==> src/rtl/mem_access_stage.sv <==
// MEM stage of the RV32I pipeline: req/ready data bus access with byte-lane steering,
// load extraction/extension, writeback select and the MEM/WB register.
module mem_access_stage #(
  parameter int unsigned TIMEOUT = 16,
  parameter int unsigned CNT_W   = 5
) (
  input  logic        clk,
  input  logic        rstn,
  input  logic        regwrite_EX,
  input  logic        datawe_EX,
  input  logic [2:0]  wbsel_EX,
  input  logic [2:0]  strb_EX,
  input  logic [4:0]  rd_EX,
  input  logic [31:0] aluout_EX,
  input  logic [31:0] rdata2_EX,
  input  logic [31:0] immext_EX,
  input  logic [31:0] pcimmaui_EX,
  input  logic [31:0] pcnext_EX,
  output logic        dbus_req,
  output logic        dbus_we,
  output logic [31:0] dbus_addr,
  output logic [3:0]  dbus_be,
  output logic [31:0] dbus_wdata,
  input  logic [31:0] dbus_rdata,
  input  logic        dbus_ready,
  output logic        stall_MEM,
  output logic        regwrite_MEM,
  output logic [4:0]  rd_MEM,
  output logic [31:0] wbdata_MEM,
  output logic        misalign_MEM,
  output logic        buserr_MEM
);

  localparam logic [0:0] S_IDLE = 1'b0;
  localparam logic [0:0] S_WAIT = 1'b1;

  logic [0:0]       r_state;
  logic [CNT_W-1:0] r_cnt;

  logic        w_acc;
  logic        w_mis;
  logic        w_timeout;
  logic        w_req;
  logic [7:0]  w_byte;
  logic [15:0] w_half;
  logic [31:0] w_load;
  logic [31:0] w_wbdata;

  assign w_acc = datawe_EX | (wbsel_EX == 3'b001);

  always_comb begin
    w_mis = 1'b0;
    if (strb_EX[1:0] == 2'b01)
      w_mis = w_acc & aluout_EX[0];
    else if (strb_EX == 3'b010)
      w_mis = w_acc & (aluout_EX[1:0] != 2'b00);
  end

  assign w_timeout = (r_state == S_WAIT) & ~dbus_ready &
                     (r_cnt == CNT_W'(TIMEOUT - 1));

  // Reset gates the request so an async reset mid-access drops it in the same cycle.
  assign w_req     = rstn & w_acc & ~w_mis & ~w_timeout;
  assign dbus_req  = w_req;
  assign dbus_we   = w_req & datawe_EX;
  assign stall_MEM = w_req & ~dbus_ready;
  assign dbus_addr = {aluout_EX[31:2], 2'b00};

  always_comb begin
    dbus_be    = 4'b1111;
    dbus_wdata = rdata2_EX;
    case (strb_EX)
      3'b000, 3'b100: begin
        dbus_be    = 4'b0001 << aluout_EX[1:0];
        dbus_wdata = {4{rdata2_EX[7:0]}};
      end
      3'b001, 3'b101: begin
        dbus_be    = aluout_EX[1] ? 4'b1100 : 4'b0011;
        dbus_wdata = {2{rdata2_EX[15:0]}};
      end
      default: ;
    endcase
  end

  always_comb begin
    case (aluout_EX[1:0])
      2'd0:    w_byte = dbus_rdata[7:0];
      2'd1:    w_byte = dbus_rdata[15:8];
      2'd2:    w_byte = dbus_rdata[23:16];
      default: w_byte = dbus_rdata[31:24];
    endcase
    w_half = aluout_EX[1] ? dbus_rdata[31:16] : dbus_rdata[15:0];
    case (strb_EX)
      3'b000:  w_load = {{24{w_byte[7]}}, w_byte};
      3'b001:  w_load = {{16{w_half[15]}}, w_half};
      3'b010:  w_load = dbus_rdata;
      3'b100:  w_load = {24'd0, w_byte};
      3'b101:  w_load = {16'd0, w_half};
      default: w_load = '0;
    endcase
  end

  always_comb begin
    case (wbsel_EX)
      3'b000:  w_wbdata = aluout_EX;
      3'b001:  w_wbdata = w_load;
      3'b010:  w_wbdata = pcnext_EX;
      3'b011:  w_wbdata = immext_EX;
      3'b100:  w_wbdata = pcimmaui_EX;
      default: w_wbdata = '0;
    endcase
  end

  always_ff @(posedge clk or negedge rstn) begin
    if (!rstn) begin
      r_state <= S_IDLE;
      r_cnt   <= '0;
    end else begin
      case (r_state)
        S_IDLE: begin
          if (w_req && !dbus_ready) begin
            r_state <= S_WAIT;
            r_cnt   <= CNT_W'(1);
          end
        end
        default: begin
          if (dbus_ready || w_timeout) begin
            r_state <= S_IDLE;
            r_cnt   <= '0;
          end else begin
            r_cnt <= r_cnt + CNT_W'(1);
          end
        end
      endcase
    end
  end

  // MEM/WB: bubble while stalled, flagged no-write on misalign/timeout, else normal completion.
  always_ff @(posedge clk or negedge rstn) begin
    if (!rstn) begin
      regwrite_MEM <= 1'b0;
      rd_MEM       <= '0;
      wbdata_MEM   <= '0;
      misalign_MEM <= 1'b0;
      buserr_MEM   <= 1'b0;
    end else if (stall_MEM) begin
      regwrite_MEM <= 1'b0;
      misalign_MEM <= 1'b0;
      buserr_MEM   <= 1'b0;
    end else if (w_mis) begin
      regwrite_MEM <= 1'b0;
      rd_MEM       <= rd_EX;
      wbdata_MEM   <= '0;
      misalign_MEM <= 1'b1;
      buserr_MEM   <= 1'b0;
    end else if (w_timeout) begin
      regwrite_MEM <= 1'b0;
      rd_MEM       <= rd_EX;
      wbdata_MEM   <= '0;
      misalign_MEM <= 1'b0;
      buserr_MEM   <= 1'b1;
    end else begin
      regwrite_MEM <= regwrite_EX;
      rd_MEM       <= rd_EX;
      wbdata_MEM   <= w_wbdata;
      misalign_MEM <= 1'b0;
      buserr_MEM   <= 1'b0;
    end
  end

endmodule
==> config.mk <==
export PLATFORM = sky130hd
export DESIGN_NAME = mem_access_stage
export DESIGN_NICKNAME = d
export VERILOG_FILES = /design/src/rtl/mem_access_stage.sv
export SDC_FILE = /design/constraint.sdc
export NUM_CORES = 1
export LEC_CHECK = 0
export CORE_AREA = 2 2 125 127
export DETAILED_ROUTE_END_ITERATION = 6
export DIE_AREA = 0 0 127 129
export PLACE_DENSITY_LB_ADDON = 0.25
export SLEW_MARGIN = 20
export SYNTH_ARGS = -nofsm -noshare
export SYNTH_HDL_FRONTEND = slang
export SYNTH_SLANG_ARGS = --single-unit
==> constraint.sdc <==
create_clock -name clk -period 7.5 [get_ports clk]
set_input_delay 1.875 -clock clk [delete_from_list [all_inputs] [get_ports clk]]
set_output_delay 1.875 -clock clk [all_outputs]
set_load 0.02 [all_outputs]
* Yosys cells after proc, flatten, opt, wreduce, memory -nomap -nowiden
Index checks and enable logic that the tools add are counted.
** Word-level totals
- Output and inout port bits :: 111
- Register bits :: 46
- Logic and storage cells :: 69
- Input bits :: 208
** Operators by class
- Reductions and logical operators :: 10
- Equality and inequality tests :: 12
- Add/sub/neg operators :: 1
- Bitwise logic cells :: 13
- Shift operators :: 1
- Mux-type cells :: 25
** Operator list (number)
- one-hot mux 32 bit (5 select lines) :: 2
- 2-to-1 mux 32 bit :: 2
- one-hot mux 32 bit (2 select lines) :: 1
- one-hot mux 8 bit (3 select lines) :: 1
- 2-to-1 mux 16 bit :: 1
- 2-to-1 mux 5 bit :: 3
- 2-to-1 mux 1 bit :: 13
- bitwise AND 1 bit :: 9
- == test 3 x 2 -> 1 bit (second input constant) :: 3
- == test 3 bit (second input constant) :: 3
- one-hot mux 4 bit (2 select lines) :: 1
- == test 3 x 1 -> 1 bit (second input constant) :: 2
- logical NOT 3 bit :: 2
- adder 5 x 1 -> 5 bit (second input constant) :: 1
- == test 5 x 4 -> 1 bit (second input constant) :: 1
- == test 2 x 1 -> 1 bit (second input constant) :: 2
- 2-to-1 mux 4 bit :: 1
- nonzero test 2 bit :: 2
- OR reduction 2 bit :: 2
- left shift 1 x 2 -> 4 bit (first input constant) :: 1
- inverter 1 bit :: 3
- == test 2 bit (second input constant) :: 1
- logical NOT 2 bit :: 1
- logical AND 1 bit :: 1
- other kinds (3) :: 3

* Depth between registers and ports, before layout
- Depth in word-level cells :: 11
- Depth in mapped cells :: 9
- Gate-level depth less buffers :: 8

* Worst setup path after synthesis
OpenSTA, ideal clock, no wires.
- Path kind :: input-to-output
- Start point :: input port wbsel_EX[2]
- End point :: output port dbus_we
- Required time :: 5625 ps
- Arrival time :: 3493 ps
- Path buffers :: 1
- Cell stages on the path :: 5
- Slack :: 2132 ps
- Path through :: buf_2 or3b_1 nor2b_4 nor3_1 and2_1
** On the way
- Longest elaborated chain between the ends :: 9
- Elaborated cells on any way between the ends :: 11
- Classes of those cells :: eq/ne: 1; mux: 2; bitwise: 8
** Ends and longest elaborated chain
- from (decl) :: line 11 : input logic [2:0] wbsel_EX,
- == test 3 x 1 -> 1 bit (*) :: line 49 : assign w_acc = datawe_EX | (wbsel_EX == 3'b001);
- OR 1 bit (*) :: line 49
- bitwise AND 1 bit :: line 56 : w_mis = w_acc & (aluout_EX[1:0] != 2'b00);
- 2-to-1 mux 1 bit :: line 55 : else if (strb_EX == 3'b010)
- 2-to-1 mux 1 bit :: line 53 : if (strb_EX[1:0] == 2'b01)
- inverter 1 bit :: line 63 : assign w_req = rstn & w_acc & ~w_mis & ~w_timeout;
- bitwise AND 1 bit (*) (2 in series) :: line 63
- via dbus_req :: line 19 : output logic dbus_req,
- bitwise AND 1 bit (*) :: line 65 : assign dbus_we = w_req & datawe_EX;
- to (decl) :: line 20 : output logic dbus_we,
Mark *: on every way through the listed nets, which the timed path passes. The rest lies on a longest branch.

* Final worst setup path
- Start point :: input port strb_EX[0]
- End point :: output port dbus_wdata[15]
** On the way
- Longest elaborated chain between the ends :: 3
- Elaborated cells on any way between the ends :: 7
- Classes of those cells :: eq/ne: 3; mux: 1; reduce/logical: 3
** Ends and longest elaborated chain
- from (decl) :: line 12 : input logic [2:0] strb_EX,
- == test 3 bit, or another cell as far along :: line 72 : case (strb_EX)
- OR reduction 2 bit :: line 72
- one-hot mux 32 bit (2 select lines) (*) :: line 72
- to (decl) :: line 23 : output logic [31:0] dbus_wdata,
Mark *: on every way between the ends. The rest lies on a longest branch, timed or not.

==> out/summary.txt <==
Status: finished, final reports clean
Via count: 5028
Top-count cell post-synth: nand2_1
Cells on worst reg2reg path: 8
1st-pass router iterations: 4
Setup Fix Bufs, Post-CTS: 0
Average cell area after synthesis: 8.46 um2
Via density: 5.27
Number of flops mapped to enable cells by yosys: 0
Syn Inst Count: 515
Largest net degree at the start of global routing: 49
GR Overflow Total: 0
Slew Viols, Final: 0
Rel. slew slack: 25.5%
Critical Path Fanout Max: 11
Minimum clock period: 6.43 ns
Port Buffers: 316
DRT antenna net count: 0
Top_reg_cell synth: dfrtp_1
Leading area contributor after synthesis: dfrtp_1
Synth cell count leaders: nand2_1 (56), a22oi_1 (50), dfrtp_1 (46)
CP Data Arrival Time: 4.55 ns
Final Setup Violations: 0
Unrepaired setup endpoints after global routing: false
DP HPWL: 15400 um
Async SR Flop Fraction: 100%
TritonCTS clock tree: yes
Total design power: 0.931 mW
Clock Latency Late Sink: 0.29 ns
WS Path Type: input port to output port
Clk slew on worst S/H paths: 0.07 ns
HP Class: register to register
CORE AREA: 15000 um2
Synth area leaders: dfrtp_1 (26%), mux2_2 (9.3%), mux2i_1 (8.7%)
GPL Wtd Cong: 0.827
Num rows: 45
PD cells: 125 nW/um2
Worst VDD drop: 0.0000794 V
Placed insts: 945
Clock skew: 0.00302 ns
Critical path startpoint category: input port
Max cap viols: 0
Hold Path Cell Cnt: 2
I/O pins: 319
Max clock buf depth: 2
Die height: 129 um
Fmax: 156 MHz
Leakage: 2.95 nW
Die Wd: 127 um
Sequential share of the synthesized area: 26.4%
Initial antenna violation count: 2
Area share of the largest cell type after synthesis: 26.4%
Clk sinks: 46
Vias in the first global route: 5215
Crit share post-route: 85.7%
Crit. End Element: output port
Share of layout cells above drive strength 1: 9.67%
Initial cell density of the core: 29.1%
Fin. Hold Viols: 0
Final Non-Filler Cells: 954
Root Buffer: clkbuf_16
Yosys warns: 0
H-tree levels: 2
Register bit total from synthesis: 46
Global-route usage over all layers: 22.6%
DR iter-0 viols: 212
Yosys cell types: 41
Number of hold buffers added after cts: 0
Routed WL per cell: 20.1 um
Slew @ Worst Pin: 1.12 ns
Num CTS Buffers: 5
TNS Setup: 0 ns
First-pass GRT wire length: 28800 um
# nets final: 974
Worst EP required: 5.62 ns
Post-CTS Resized: 0
P&R area growth vs syn: 71.6%
Die area: 16400 um2
# DRC: 0
Total length of routed wires: 19100 um
Synth Cell Area: 4360 um2
critical path: stages:
cell and delay [ns]:
clkdlybuf4s50_1 0.68, buf_4 0.31, nor2_1 0.49, buf_4 0.30, mux2_2 0.35, clkdlybuf4s50_1 0.53
placed cells by master, fill, tap and decap left out, drive strengths merged, types with 8 or more instances in the layout:
cell,Yosys,routed
dfrtp,46,46
a21o,18,18
a22oi,50,50
o22ai,33,33
o21ai,43,43
clkdlybuf4s50,0,312
nor2,23,23
nand2,56,56
mux2,37,37
mux4,8,8
mux2i,38,38
a21oi,34,34
buf,58,14
power breakdown:
part	internal [mW]	switching (mW)
Clock	0.124	0.0981
Sequential	0.268	0.0137
Combinational	0.231	0.196
path summary, 6_finish.rpt:
path / from / to / slack, ns
max: strb_EX[0] / dbus_wdata[15] / 1.07
min: wbdata_MEM[3]$_DFFE_PN0N_ / wbdata_MEM[3]$_DFFE_PN0N_ / 0.48
max reg2reg: r_cnt[0]$_DFFE_PN0P_ / rd_MEM[1]$_DFFE_PN0N_ / 4.99
min reg2reg: wbdata_MEM[3]$_DFFE_PN0N_ / wbdata_MEM[3]$_DFFE_PN0N_ / 0.48
max in group asynchronous: rstn / r_cnt[1]$_DFFE_PN0P_ / 5.27
min in group asynchronous: rstn / wbdata_MEM[27]$_DFFE_PN0N_ / 1.81
flip-flops by register name (all words and copies together) (netlist names):
register / count
r_cnt: 5
wbdata_MEM: 32
regwrite_MEM: 1
rd_MEM: 5
r_state: 1
misalign_MEM: 1
buserr_MEM: 1
kinds of logic (layout without fill, tap and decap cells):
logic type	count (synthesis)	in the layout	synth area share [%]
compound gates	185	185	26.7
simple gates	109	109	11.9
buf+inv	87	336	11.4
mux	83	83	22.4
flops	46	46	26.4
fa+ha+maj	2	2	0.574
xor+xnor	2	2	0.402
other cells	1	3	0.0861
stage by stage:
step / utilization, % / setup WS (ns) / area [um2] / hold slack (ns)
2_1_floorplan: - / 2.13 / 4360 / 0.489
3_3_place_gp: 48.9 / 1.16 / 7320 / 0.465
3_5_place_dp: 48.9 / 1.07 / 7320 / 0.470
4_1_cts: 49.9 / 1.06 / 7470 / 0.484
5_1_grt: 49.9 / 0.967 / 7480 / 0.503
6_report: 49.9 / 1.07 / 7480 / 0.479
per-layer routing:
| metal | up-vias | routed length [um] | part of all wire [%] | track usage (%) |
|---|---|---|---|---|
| met4 | 0 | 311 | 1.6 | 5.75 |
| met5 | - | 0 | 0 | 0 |
| met2 | 246 | 10000 | 52 | 43.0 |
| met1 | 2397 | 7390 | 39 | 25.8 |
| met3 | 21 | 1430 | 7.4 | 4.82 |
| li1 | 2364 | - | - | - |
area by class of cell:
cell class	instances	area, um2
Multi-Input combinational cell	383	2720
Sequential cell	46	1150
Tap cell	188	235
Fill cell	1365	7500
Clock inverter	2	13.8
Clock buffer	6	129
Antenna cell	1	2.50
Inverter	2	7.51
Timing Repair Buffer	326	3220
No activity file was read; power rests on OpenSTA's default activity.
